### config.mk
export PLATFORM = sky130hd
export DESIGN_NAME = receive_from_fx2lp_flat
export DESIGN_NICKNAME = d
export VERILOG_FILES = /design/src/rtl/receive_from_fx2lp_if.sv /design/src/rtl/receive_from_fx2lp.sv /design/src/flat_wrapper.sv
export SDC_FILE = /design/constraint.sdc
export NUM_CORES = 1
export LEC_CHECK = 0
export ABC_AREA = 1
export BUFFER_PORTS_ARGS = -buffer_cell sky130_fd_sc_hd__buf_2
export CORE_MARGIN = 8
export CORE_UTILIZATION = 49
export CTS_CLUSTER_DIAMETER = 200
export DETAILED_ROUTE_END_ITERATION = 6
export PLACE_DENSITY = 0.77
export SLEW_MARGIN = 25
export SYNTH_ARGS = -nofsm -noshare
export SYNTH_HDL_FRONTEND = slang
export SYNTH_SLANG_ARGS = --single-unit
### constraint.sdc
create_clock -name csi_clk -period 2.7 [get_ports csi_clk]
set_clock_uncertainty 0.2 [all_clocks]
set_input_delay 0 -clock csi_clk [delete_from_list [all_inputs] [get_ports csi_clk]]
set_output_delay 0 -clock csi_clk [all_outputs]
set_load 0.02 [all_outputs]
### src/rtl/receive_from_fx2lp_if.sv
// Pin-level bundle for receive_from_fx2lp: FX2LP slave-FIFO read side plus the
// Avalon-ST word source and the delivered-word counter.
interface receive_from_fx2lp_if #(
    parameter int unsigned COUNT_WIDTH = 32
);
    logic [31:0]            aso_out0_data;
    logic                   aso_out0_valid;
    logic                   aso_out0_ready;
    logic [7:0]             coe_fx2lp_fd;
    logic                   coe_fx2lp_slrd_n;
    logic                   coe_fx2lp_slwr_n;
    logic                   coe_fx2lp_flaga_n;
    logic                   coe_fx2lp_sloe_n;
    logic [1:0]             coe_fx2lp_fifoadr;
    logic                   coe_fx2lp_pktend_n;
    logic [COUNT_WIDTH-1:0] stat_words;

    modport master (
        output aso_out0_data, aso_out0_valid,
        input  aso_out0_ready,
        input  coe_fx2lp_fd, coe_fx2lp_flaga_n,
        output coe_fx2lp_slrd_n, coe_fx2lp_slwr_n, coe_fx2lp_sloe_n,
        output coe_fx2lp_fifoadr, coe_fx2lp_pktend_n,
        output stat_words
    );

    modport slave (
        input  aso_out0_data, aso_out0_valid,
        output aso_out0_ready,
        output coe_fx2lp_fd, coe_fx2lp_flaga_n,
        input  coe_fx2lp_slrd_n, coe_fx2lp_slwr_n, coe_fx2lp_sloe_n,
        input  coe_fx2lp_fifoadr, coe_fx2lp_pktend_n,
        input  stat_words
    );
endinterface

### src/rtl/receive_from_fx2lp.sv
// Reads bytes from the FX2LP slave FIFO (sync, 8-bit) and emits little-endian
// 32-bit words on an Avalon-ST source, throttled by FIFO-empty and backpressure.
module receive_from_fx2lp #(
    parameter logic [1:0]  FIFO_ADDR   = 2'b10,
    parameter int unsigned COUNT_WIDTH = 32
) (
    input logic                  csi_clk,
    input logic                  rsi_reset,
    receive_from_fx2lp_if.master bus
);
    typedef enum logic {IDLE, ACC} state_t;

    state_t                 state_q, state_d;
    logic [1:0]             byte_idx_q, byte_idx_d;
    logic [23:0]            lanes_q, lanes_d;
    logic [31:0]            data_q, data_d;
    logic                   valid_q, valid_d;
    logic [COUNT_WIDTH-1:0] words_q, words_d;
    logic                   slot_free;
    logic                   rd_en;

    always_ff @(posedge csi_clk or posedge rsi_reset) begin
        if (rsi_reset) begin
            state_q    <= IDLE;
            byte_idx_q <= '0;
            lanes_q    <= '0;
            data_q     <= '0;
            valid_q    <= 1'b0;
            words_q    <= '0;
        end else begin
            state_q    <= state_d;
            byte_idx_q <= byte_idx_d;
            lanes_q    <= lanes_d;
            data_q     <= data_d;
            valid_q    <= valid_d;
            words_q    <= words_d;
        end
    end

    // A consumed word is replaced on the same edge when the lane-3 byte lands.
    always_comb begin
        state_d    = state_q;
        byte_idx_d = byte_idx_q;
        lanes_d    = lanes_q;
        data_d     = data_q;
        valid_d    = valid_q;
        words_d    = words_q;
        if (valid_q && bus.aso_out0_ready) begin
            valid_d = 1'b0;
        end
        if (rd_en) begin
            byte_idx_d = byte_idx_q + 2'd1;
            case (state_q)
                IDLE:    state_d = ACC;
                ACC:     if (byte_idx_q == 2'd3) state_d = IDLE;
                default: state_d = IDLE;
            endcase
            case (byte_idx_q)
                2'd0: lanes_d[7:0]   = bus.coe_fx2lp_fd;
                2'd1: lanes_d[15:8]  = bus.coe_fx2lp_fd;
                2'd2: lanes_d[23:16] = bus.coe_fx2lp_fd;
                default: begin
                    data_d  = {bus.coe_fx2lp_fd, lanes_q};
                    valid_d = 1'b1;
                    words_d = words_q + COUNT_WIDTH'(1);
                end
            endcase
        end
    end

    // Lanes 0-2 keep filling under backpressure; only the word-closing read waits.
    always_comb begin
        slot_free            = ~valid_q | bus.aso_out0_ready;
        rd_en                = bus.coe_fx2lp_flaga_n & ((byte_idx_q != 2'd3) | slot_free);
        bus.coe_fx2lp_slrd_n = rsi_reset | ~rd_en;
        bus.coe_fx2lp_sloe_n = rsi_reset;
        bus.aso_out0_data    = data_q;
        bus.aso_out0_valid   = valid_q;
        bus.stat_words       = words_q;
    end

    assign bus.coe_fx2lp_slwr_n   = 1'b1;
    assign bus.coe_fx2lp_pktend_n = 1'b1;
    assign bus.coe_fx2lp_fifoadr  = FIFO_ADDR;
endmodule

### src/flat_wrapper.sv
// flat-port wrapper written by rule: the top's interface ports become plain ports
module receive_from_fx2lp_flat 
#(
    parameter logic [1:0]  FIFO_ADDR   = 2'b10,
    parameter int unsigned COUNT_WIDTH = 32
)
  (csi_clk, rsi_reset, bus_aso_out0_data, bus_aso_out0_valid, bus_aso_out0_ready, bus_coe_fx2lp_fd, bus_coe_fx2lp_flaga_n, bus_coe_fx2lp_slrd_n, bus_coe_fx2lp_slwr_n, bus_coe_fx2lp_sloe_n, bus_coe_fx2lp_fifoadr, bus_coe_fx2lp_pktend_n, bus_stat_words);
  receive_from_fx2lp_if #(.COUNT_WIDTH(COUNT_WIDTH)) bus_i ();
  input logic csi_clk;
  input logic rsi_reset;
  output wire logic [$bits(bus_i.aso_out0_data)-1:0] bus_aso_out0_data;
  output wire logic [$bits(bus_i.aso_out0_valid)-1:0] bus_aso_out0_valid;
  input wire logic [$bits(bus_i.aso_out0_ready)-1:0] bus_aso_out0_ready;
  input wire logic [$bits(bus_i.coe_fx2lp_fd)-1:0] bus_coe_fx2lp_fd;
  input wire logic [$bits(bus_i.coe_fx2lp_flaga_n)-1:0] bus_coe_fx2lp_flaga_n;
  output wire logic [$bits(bus_i.coe_fx2lp_slrd_n)-1:0] bus_coe_fx2lp_slrd_n;
  output wire logic [$bits(bus_i.coe_fx2lp_slwr_n)-1:0] bus_coe_fx2lp_slwr_n;
  output wire logic [$bits(bus_i.coe_fx2lp_sloe_n)-1:0] bus_coe_fx2lp_sloe_n;
  output wire logic [$bits(bus_i.coe_fx2lp_fifoadr)-1:0] bus_coe_fx2lp_fifoadr;
  output wire logic [$bits(bus_i.coe_fx2lp_pktend_n)-1:0] bus_coe_fx2lp_pktend_n;
  output wire logic [$bits(bus_i.stat_words)-1:0] bus_stat_words;
  assign bus_aso_out0_data = bus_i.aso_out0_data;
  assign bus_aso_out0_valid = bus_i.aso_out0_valid;
  assign bus_i.aso_out0_ready = bus_aso_out0_ready;
  assign bus_i.coe_fx2lp_fd = bus_coe_fx2lp_fd;
  assign bus_i.coe_fx2lp_flaga_n = bus_coe_fx2lp_flaga_n;
  assign bus_coe_fx2lp_slrd_n = bus_i.coe_fx2lp_slrd_n;
  assign bus_coe_fx2lp_slwr_n = bus_i.coe_fx2lp_slwr_n;
  assign bus_coe_fx2lp_sloe_n = bus_i.coe_fx2lp_sloe_n;
  assign bus_coe_fx2lp_fifoadr = bus_i.coe_fx2lp_fifoadr;
  assign bus_coe_fx2lp_pktend_n = bus_i.coe_fx2lp_pktend_n;
  assign bus_stat_words = bus_i.stat_words;
  receive_from_fx2lp #(.FIFO_ADDR(FIFO_ADDR), .COUNT_WIDTH(COUNT_WIDTH)) u_core (.csi_clk(csi_clk), .rsi_reset(rsi_reset), .bus(bus_i));
endmodule
==> impl_metrics.env, run 1 <==
export IMPL_crit_required_ns=2.73
export IMPL_period_minus_slack_ns=1.811
export IMPL_synth_cell_types=27
export IMPL_hold_viol=0
export IMPL_firstDrtPassIters=4
export IMPL_multi_input_area_um2=1609
export IMPL_cts_root_buf="clkbuf_8"
export IMPL_hp_class="in -> async"
export IMPL_drt_initial_drc_count=111
export IMPL_core_um2=8175
export IMPL_io_pins=83
export IMPL_ir_drop_mv=0.6330
export IMPL_finalMaxSlewViolations=0
export IMPL_grt_max_degree=49
export IMPL_syn_area_um2=4123
export IMPL_cts_made_buffers=9
export IMPL_final_cells=666
export IMPL_worstMarginPinSlew_ns=0.5535
export IMPL_dieArea_um2=11600
export IMPL_crit_arrival_ns=1.84
export IMPL_clk_pin_slew_ns=0.10
export IMPL_fp_dieH_um=107.7
export IMPL_status="finished clean"
export IMPL_dr_total_vias=3252
export IMPL_fill_cells=722
export IMPL_wl_mm=9.412
export IMPL_finalSetupTns_ns=0
export IMPL_drc=0
export IMPL_die_w_um=107.7
export IMPL_n_antenna_cell=0
export IMPL_drv_cap=0
export IMPL_final_antenna_net_count=0
export IMPL_fmax_mhz=552.1
export IMPL_dp_cells=639
export IMPL_rsz0062_at_grt="no"
export IMPL_p_leak_uw=0.002620
export IMPL_area_growth_pct=19.06
export IMPL_grt_first_pass_wirelength_mm=15.95
export IMPL_path_max_fanout=18
export IMPL_layout_drive_gt1_share_pct=22.82
export IMPL_hpwlAfterDp_mm=6.768
export IMPL_worstSetupStartpointType="register"
export IMPL_endpoint_kind="register"
export IMPL_period_share_pct=67.09
export IMPL_cts_sinks=91
export IMPL_port_buffers=78
export IMPL_cts_buffer_depth=2
export IMPL_tritoncts="yes"
export IMPL_grt_pass1_vias=3379
export IMPL_cts_resized=0
export IMPL_slew_headroom_pct=63.10
export IMPL_grt_util_all_layers_pct=16.94
export IMPL_layout_nets=573
export IMPL_yosys_warnings=0
export IMPL_yosysSeqAreaShare_pct=55.24
export IMPL_p_per_area_nw_per_um2=891.8
export IMPL_row_count=33
export IMPL_grt_overflow_total=0
export IMPL_start_util_pct=50.43
export IMPL_vias_per_cell=4.883
export IMPL_finalPower_uw=4378
export IMPL_synth_cells=467
export IMPL_syn_avg_cell_area_um2=8.828
export IMPL_cts_max_level=3
export IMPL_wl_per_cell_um=14.13
export IMPL_setup_viol=0
export IMPL_insertion_delay_ns=0.35
export IMPL_place_area_um2=4576
export IMPL_register_area_um2=2277
export IMPL_fin_area_um2=4908
export IMPL_place_gp_congestion=0.8555
export IMPL_antenna_found_initial=0
export IMPL_synth_ff_latch_count=91
export IMPL_critPathKind="reg -> reg"
==> critical path, stage by stage (launching register included) <==
cell     delay, ns
dfrtp_1       0.39
ha_1          0.22
nand3_4       0.26
inv_2         0.21
nand2_1       0.17
o21ai_1       0.17
nand2_1       0.07
==> what timing repair did <==
item | 4_1_cts | 5_1_grt
hold buffers | 11 | 0
setup buffers | 0 | 0
endpoints found under the hold margin | 128 | 0
==> cell type report <==
class	instances	share of cell area, %
sequential	91	46.39
multi-input combinational	328	32.78
timing repair buffer	93	11.06
tap	105	2.677
clock buffer	10	2.600
inverter	33	2.549
clock inverter	6	1.937
==> stage by stage <==
step / setup slack [ns] / hold WS (ns) / utilization, %
final: 0.8886 / 0.04086 / 60.04
after global routing: 0.7037 / 0.06343 / 60.04
after CTS: 0.8733 / 0.03207 / 60.04
after detailed placement: 0.8911 / -0.1320 / 55.97
after global placement: 0.9614 / -0.1353 / 55.97
after floorplan: 0.07047 / -0.08741 / -
==> per-layer routing <==
metal | track usage (%) | up-vias | share of wire, % | routed length [um]
li1 | - | 1618 | - | -
met1 | 20.67 | 1568 | 44 | 4110
met2 | 28.68 | 60 | 49 | 4655
met3 | 3.952 | 6 | 6.0 | 564
met4 | 5.847 | 0 | 0.87 | 82
met5 | 0 | - | 0 | 0
==> worst paths after layout <==
kind                                                            end  slack [ns]                             start  cells past startpoint
setup / recovery              u_core.bus.stat_words[14]$_DFFE_PP0P_        0.89  u_core.byte_idx_q[1]$_DFFE_PP0P_                      6
hold reg to reg             u_core.bus.aso_out0_data[5]$_DFFE_PP0P_        0.28     u_core.lanes_q[5]$_DFFE_PP0P_                      2
setup reg to reg              u_core.bus.stat_words[14]$_DFFE_PP0P_        0.89  u_core.byte_idx_q[1]$_DFFE_PP0P_                      6
hold / removal             u_core.bus.aso_out0_data[30]$_DFFE_PP0P_        0.04                         rsi_reset                      4
min in group csi_clk        u_core.bus.aso_out0_data[5]$_DFFE_PP0P_        0.28     u_core.lanes_q[5]$_DFFE_PP0P_                      2
max in group asynchronous     u_core.bus.stat_words[28]$_DFFE_PP0P_        1.73                         rsi_reset                      4
==> cell families (layout without fill, tap and decap cells) <==
logic type	Yosys count	after routing	share of synthesized area (%)
buffers and inverters	50	142	5.918
xor gates and xnor gates	13	13	2.944
other	2	4	0.1822
adders and majority gates	5	5	1.517
DFF	91	91	55.24
AOI/OAI and AO/OA	41	41	4.977
and+or+nand+nor	265	265	29.23
==> layout by cell type (no fill, tap or decap), types with 4 or more instances in the layout <==
cell type and count:
nor2_1 24, nand4_1 5, buf_2 78, clkbuf_8 9, dfrtp_1 91, nand3b_1 12, nand3_1 6, dlygate4sd3_1 11
ha_1 5, inv_1 28, nand2_2 9, nor2_4 8, xor2_1 10, nor2_2 4, o21ai_0 24, o21ai_1 17
conb_1 4, nand2_1 191
==> state kept, by name (all words and copies together), names as in the netlist <==
signal / flops
u_core.bus.aso_out0_valid: 1
u_core.byte_idx_q: 2
u_core.bus.stat_words: 32
u_core.bus.aso_out0_data: 32
u_core.lanes_q: 24
==> synth_stat cells, drive strengths merged <==
cell	instances	area share, %
xor2	11	2.5
clkinv	1	0.091
nand4	5	0.76
xnor2	2	0.42
nand2	200	19
dfrtp	91	55
nand3	9	1.6
nor2	36	5.0
o21ai	41	5.0
ha	5	1.5
buf	17	2.9
inv	32	2.9
nor3	3	0.91
conb	2	0.18
nand3b	12	2.2
==> power breakdown <==
group | leakage, uW | switching (uW) | total, uW | internal [uW]
Combinational | 0.00132 | 874 | 1310 | 432
Clock | 0.000112 | 497 | 1030 | 534
Sequential | 0.00119 | 264 | 2040 | 1780
No activity file was read; power rests on OpenSTA's default activity.
==> run 2: changes to the inputs <==
Settings changed: ABC_AREA 1 to 0, CORE_UTILIZATION 49 to 54, PLACE_DENSITY 0.77 to 0.81.
Clock period 2.7 ns to 1.8 ns, I/O delays scaled along.
==> run 2 against run 1 <==
Effect of this change: core utilization increased by 11 points; critical path depth fell by 1; non-clock buffer count increased by 16; clock power is 23% higher.
==> impl_metrics.env, run 2 <==
export IMPL_top_usage_layer="met2"
export IMPL_register_area_um2=2278
export IMPL_drt_initial_drc_count=74
export IMPL_start_util_pct=56.02
export IMPL_place_area_um2=4428
export IMPL_grt_first_pass_wirelength_mm=13.30
export IMPL_ys_flop_type="dfrtp_1"
export IMPL_dp_slack_ns=-0.03983
export IMPL_dieArea_um2=9991
export IMPL_io_pins=83
export IMPL_synth_cells=271
export IMPL_layout_commonest_cell="dfrtp_1"
export IMPL_worstSetupStartpointType="register"
export IMPL_gr_usage_met2_pct=26.78
export IMPL_drv_cap=0
export IMPL_area_growth_pct=26.10
export IMPL_p_per_area_nw_per_um2=1434
export IMPL_hold_viol=0
export IMPL_fill_cells=447
export IMPL_cts_buffer_depth=2
export IMPL_p_leak_uw=0.002306
export IMPL_crit_required_ns=1.84
export IMPL_cts_max_level=3
export IMPL_fp_dieH_um=99.96
export IMPL_cp_num_buf_inv=1
export IMPL_crit_top_cell="nand4_1"
export IMPL_hpwlAfterDp_mm=5.604
export IMPL_grt_util_all_layers_pct=16.90
export IMPL_grt_met1_usage_pct=20.34
export IMPL_setup_ws_ns=0.08913
export IMPL_crit_family="simple AND/OR/NAND/NOR gates"
export IMPL_path_cells="nand4_1, nor4_4, buf_4, nand4_1, xnor2_1"
export IMPL_tritoncts="yes"
export IMPL_fin_area_um2=4800
export IMPL_critPathKind="reg -> reg"
export IMPL_final_antenna_net_count=0
export IMPL_syn_avg_cell_area_um2=14.04
export IMPL_grt_overflow_total=0
export IMPL_clk_pin_slew_ns=0.09
export IMPL_vias_per_cell=5.191
export IMPL_dr_total_vias=2502
export IMPL_synth_cell_types=27
export IMPL_port_buffers=78
export IMPL_crit_arrival_ns=1.75
export IMPL_die_w_um=99.96
export IMPL_hp_class="in -> async"
export IMPL_synth_most_common_cell="dfrtp_1"
export IMPL_yosys_area_top_type_share_pct=59.83
export IMPL_syn_area_um2=3806
export IMPL_wl_mm=7.851
export IMPL_core_um2=6794
export IMPL_period_minus_slack_ns=1.711
export IMPL_synth_ff_latch_count=91
export IMPL_path_max_fanout=9
export IMPL_cts_sinks=91
export IMPL_layout_common_cells="dfrtp_1 (90), buf_2 (78), mux2_2 (57), xnor2_1 (30), nand4_1 (16)"
export IMPL_layout_drive_gt1_share_pct=48.70
export IMPL_drc=0
export IMPL_endpoint_kind="register"
export IMPL_ir_drop_mv=0.9921
export IMPL_firstDrtPassIters=4
export IMPL_finalPower_uw=6884
export IMPL_synth_area_leaders="dfrtp_1 (60%), mux2_2 (17%), xnor2_1 (6.9%), nand4_1 (2.6%), nand3_1 (1.7%)"
export IMPL_synth_top_cell_by_area="dfrtp_1"
export IMPL_n_antenna_cell=0
export IMPL_slowest_stage="dfrtp_1"
export IMPL_cts_root_buf="clkbuf_8"
export IMPL_period_share_pct=95.05
export IMPL_yosys_warnings=0
export IMPL_wl_per_cell_um=16.29
export IMPL_grt_pass1_vias=2677
export IMPL_row_count=30
export IMPL_synth_edf_count=0
export IMPL_setup_viol=0
export IMPL_finalMaxSlewViolations=0
export IMPL_antenna_found_initial=0
export IMPL_final_core_util_pct=70.64
export IMPL_max_stage_delay_ns=0.44
export IMPL_layout_nets=398
export IMPL_place_gp_congestion=0.7704
export IMPL_fmax_mhz=584.5
export IMPL_insertion_delay_ns=0.35
export IMPL_grt_max_degree=33
export IMPL_ys_top_cells_by_count="dfrtp_1 (91), mux2_2 (57), xnor2_1 (30)"
export IMPL_yosysSeqAreaShare_pct=59.83
export IMPL_grtUsageMet3_pct=5.398
export IMPL_synthArstFlopShare_pct=100.0
export IMPL_status="finished clean"
export IMPL_cts_made_buffers=9
export IMPL_multi_input_area_um2=1499
run 2: logic make-up (layout without fill, tap and decap cells):
family | Yosys count | count (layout) | share of synthesized area, %
AOI/OAI and AO/OA | 2 | 2 | 0.4272
xor gates and xnor gates | 32 | 32 | 7.364
adders and majority gates | 5 | 5 | 1.644
buffers and inverters | 15 | 128 | 2.268
DFF | 91 | 91 | 59.83
muxes | 57 | 57 | 16.86
other | 2 | 4 | 0.1973
and+or+nand+nor | 67 | 67 | 11.41
run 2: cell type report:
cell class	count	area share, %
Tap cell	96	2.503
Clock inverter	6	0.9385
Timing Repair Buffer	109	14.68
Clock buffer	10	2.868
Sequential cell	91	47.47
Inverter	3	0.3128
Multi-Input combinational cell	167	31.23
run 2: path summary, 6_finish.rpt:
kind,start,end,slack (ns),cells after the start
setup / recovery,u_core.bus.stat_words[17]$_DFFE_PP0P_,u_core.bus.stat_words[27]$_DFFE_PP0P_,0.09,5
hold / removal,rsi_reset,u_core.bus.stat_words[3]$_DFFE_PP0P_,0.13,4
setup reg to reg,u_core.bus.stat_words[17]$_DFFE_PP0P_,u_core.bus.stat_words[27]$_DFFE_PP0P_,0.09,5
hold reg to reg,u_core.bus.stat_words[31]$_DFFE_PP0P_,u_core.bus.stat_words[31]$_DFFE_PP0P_,0.27,1
max in group asynchronous,rsi_reset,u_core.bus.aso_out0_data[20]$_DFFE_PP0P_,0.97,4
min in group csi_clk,bus_coe_fx2lp_fd[2],u_core.lanes_q[18]$_DFFE_PP0P_,0.26,3
run 2: metrics by stage:
| stage | hold WS, ns | TNS (ns) | instances |
|---|---|---|---|
| finish | 0.1348 | 0 | 482 |
| global route | 0.1594 | -0.003681 | 482 |
| CTS | 0.1189 | -0.1220 | 480 |
| detailed placement | -0.03409 | -0.4067 | 451 |
| global placement | -0.04071 | 0 | 451 |
| floorplan | -0.08741 | -0.1774 | 273 |
run 2: worst min-delay path, cell delays in order:
cell and delay [ns]:
dlygate4sd3_1 0.53, buf_2 0.14, clkinvlp_4 0.09, buf_4 0.34
run 2: routing by layer:
layer / vias up / part of all wire, %
li1: 1162 / -
met4: 0 / 1.5
met1: 1250 / 42
met2: 78 / 49
met5: - / 0
met3: 12 / 7.7
run 2: where the power goes:
part	leakage, uW	internal [uW]	switching, uW	total [uW]
sequential	0.00114	2770	404	3170
clock	0.0000974	552	722	1270
combinational	0.00106	1160	1280	2440
run 2: timing repair:
| item | CTS | global route |
|---|---|---|
| hold buffers | 11 | 0 |
| endpoints found under the hold margin | 124 | 0 |
| gates resized for setup | 1 | 10 |
| setup buffers | 2 | 2 |
| setup endpoints to repair | 18 | 85 |
| pin swaps | 1 | 2 |
==> run 3: changes to the inputs <==
Settings changed: GPL_TIMING_DRIVEN from default to 0.
==> run 3 against run 2 <==
Effect of this change: the run now ends with setup timing left; wire length up 6.6%; core utilization up 2.0 points; worst hold slack worse by 0.095 ns; maximum frequency down 6.5%; sequential power about the same; power up 3.3%; sequential cell count unchanged; final area up 2.9%; first-iteration DRC count down 51%; critical path depth unchanged; critical path type unchanged; largest cell class unchanged; largest power group unchanged; highest routed layer unchanged.
==> impl_metrics.env, run 3 (synthesis gave the netlist of run 2 again) <==
export IMPL_cts_max_level=3
export IMPL_cts_buffer_depth=2
export IMPL_setup_ws_ns=-0.02945
export IMPL_row_count=30
export IMPL_rsz0062_at_grt="yes"
export IMPL_setup_viol=7
export IMPL_n_antenna_cell=0
export IMPL_hpwlAfterDp_mm=5.717
export IMPL_clk_pin_slew_ns=0.10
export IMPL_hp_class="in -> async"
export IMPL_tritoncts="yes"
export IMPL_drt_initial_drc_count=36
export IMPL_layout_nets=407
export IMPL_port_buffers=78
export IMPL_cts_made_buffers=9
export IMPL_r2r_start="u_core.byte_idx_q[1]$_DFFE_PP0P_"
export IMPL_antenna_found_initial=0
export IMPL_violations="setup timing"
export IMPL_worstSetupStartpointType="register"
export IMPL_status="complete, but fails checks"
export IMPL_wl_mm=8.368
export IMPL_dp_cells=449
export IMPL_critPathKind="reg -> reg"
export IMPL_p_per_area_nw_per_um2=1440
export IMPL_die_w_um=99.96
export IMPL_core_um2=6794
export IMPL_place_area_um2=4375
export IMPL_fp_dieH_um=99.96
export IMPL_firstDrtPassIters=4
export IMPL_start_util_pct=56.02
export IMPL_r2r_cells=5
export IMPL_fill_cells=434
export IMPL_fmax_mhz=546.6
export IMPL_grt_overflow_total=0
export IMPL_layout_drive_gt1_share_pct=50.38
export IMPL_drv_cap=0
export IMPL_crit_required_ns=1.85
export IMPL_layout_commonest_cell="dfrtp_1"
export IMPL_wl_per_cell_um=17.04
export IMPL_dr_total_vias=2516
export IMPL_period_share_pct=101.6
export IMPL_hold_viol=0
export IMPL_finalSetupTns_ns=-0.1324
export IMPL_place_gp_congestion=0.7913
export IMPL_layout_common_cells="dfrtp_1 (88), buf_2 (80), mux2_2 (57), xnor2_1 (30), buf_4 (18)"
export IMPL_crit_arrival_ns=1.88
export IMPL_drc=0
export IMPL_met1_length_mm=3.502
export IMPL_cts_sinks=91
export IMPL_endpoint_kind="register"
export IMPL_final_cells=491
export IMPL_rr_endpoint="u_core.bus.aso_out0_data[17]$_DFFE_PP0P_"
export IMPL_area_growth_pct=29.75
export IMPL_met3RoutedLength_um=593
export IMPL_final_antenna_net_count=0
export IMPL_ir_drop_mv=0.9349
export IMPL_finalPower_uw=7112
export IMPL_period_minus_slack_ns=1.829
export IMPL_r2r_slack_ns=-0.03
export IMPL_worst_hold_slack_ns=0.03987
export IMPL_grt_max_degree=35
export IMPL_grt_pass1_vias=2595
export IMPL_wl_met2_mm=4.149
export IMPL_top_layer="met4"
export IMPL_grt_util_all_layers_pct=17.37
export IMPL_path_max_fanout=6
export IMPL_cts_root_buf="clkbuf_8"
export IMPL_grt_first_pass_wirelength_mm=13.55
export IMPL_dieArea_um2=9991
export IMPL_finalMaxSlewViolations=0
export IMPL_vias_per_cell=5.124
export IMPL_io_pins=83
export IMPL_fin_area_um2=4938
export IMPL_insertion_delay_ns=0.36
export IMPL_p_leak_uw=0.002395
==> run 3: cell types whose count changed in the layout (fill, tap and decap cells not counted), moves of 3 or more <==
| cell | delta |
|---|---|
| inv_8 | +3 |
| buf_4 | +3 |
| nand2_4 | +4 |
| nand2_2 | -3 |
==> run 3: cell type report <==
type | count | area, um2 | share of cell area, %
Buffer | 12 | 100.1 | 2.027
Clock buffer | 9 | 123.9 | 2.508
Clock inverter | 7 | 68.82 | 1.393
Inverter | 3 | 15.01 | 0.3040
Multi-Input combinational cell | 167 | 1523 | 30.83
Sequential cell | 91 | 2281 | 46.19
Tap cell | 96 | 120.1 | 2.432
Timing Repair Buffer | 106 | 706.9 | 14.31
==> run 3: timing repair <==
item / CTS / global route
hold endpoints to repair: 126 / 0
hold buffers: 12 / 0
setup buffers: 9 / 4
gates resized for setup: 17 / 7
gates cloned: 1 / 0
endpoints found under the setup margin: 83 / 58
pin swaps: 4 / 4
==> run 3: worst max path at each step <==
stage | endpoint | slack [ns] | start
global route | u_core.bus.aso_out0_data[9]$_DFFE_PP0P_ | -0.08 | u_core.byte_idx_q[1]$_DFFE_PP0P_
detailed placement | u_core.bus.aso_out0_data[3]$_DFFE_PP0P_ | -0.32 | u_core.byte_idx_q[1]$_DFFE_PP0P_
CTS | u_core.bus.aso_out0_data[9]$_DFFE_PP0P_ | -0.05 | u_core.byte_idx_q[0]$_DFFE_PP0P_
floorplan | bus_coe_fx2lp_slrd_n | -0.18 | rsi_reset
finish | u_core.bus.aso_out0_data[17]$_DFFE_PP0P_ | -0.03 | u_core.byte_idx_q[1]$_DFFE_PP0P_
global placement | bus_coe_fx2lp_slrd_n | -0.69 | rsi_reset
==> run 3: per-layer routing <==
layer | vias up | GRT usage (%)
met4 | 0 | 6.286
met5 | - | 0
met2 | 63 | 28.99
li1 | 1178 | -
met3 | 10 | 6.228
met1 | 1265 | 20.05
==> run 3: stage by stage <==
stage	util, %	worst slack (ns)
6_report	72.69	-0.02945
3_5_place_dp	64.40	-0.3157
4_1_cts	71.73	-0.05479
2_1_floorplan	-	-0.1774
3_3_place_gp	63.81	-0.6901
5_1_grt	72.69	-0.07755
==> run 3: power breakdown <==
part	total, uW	internal [uW]	switching [uW]
Clock	1350	543	805
Combinational	2610	1250	1360
Sequential	3160	2760	394
==> run 3: critical path, stage by stage, from the launching register on <==
cell       delay (ns)
dfrtp_1          0.41
ha_4             0.19
nand2_4          0.09
nor2_4           0.20
bufbuf_16        0.31
mux2_2           0.32
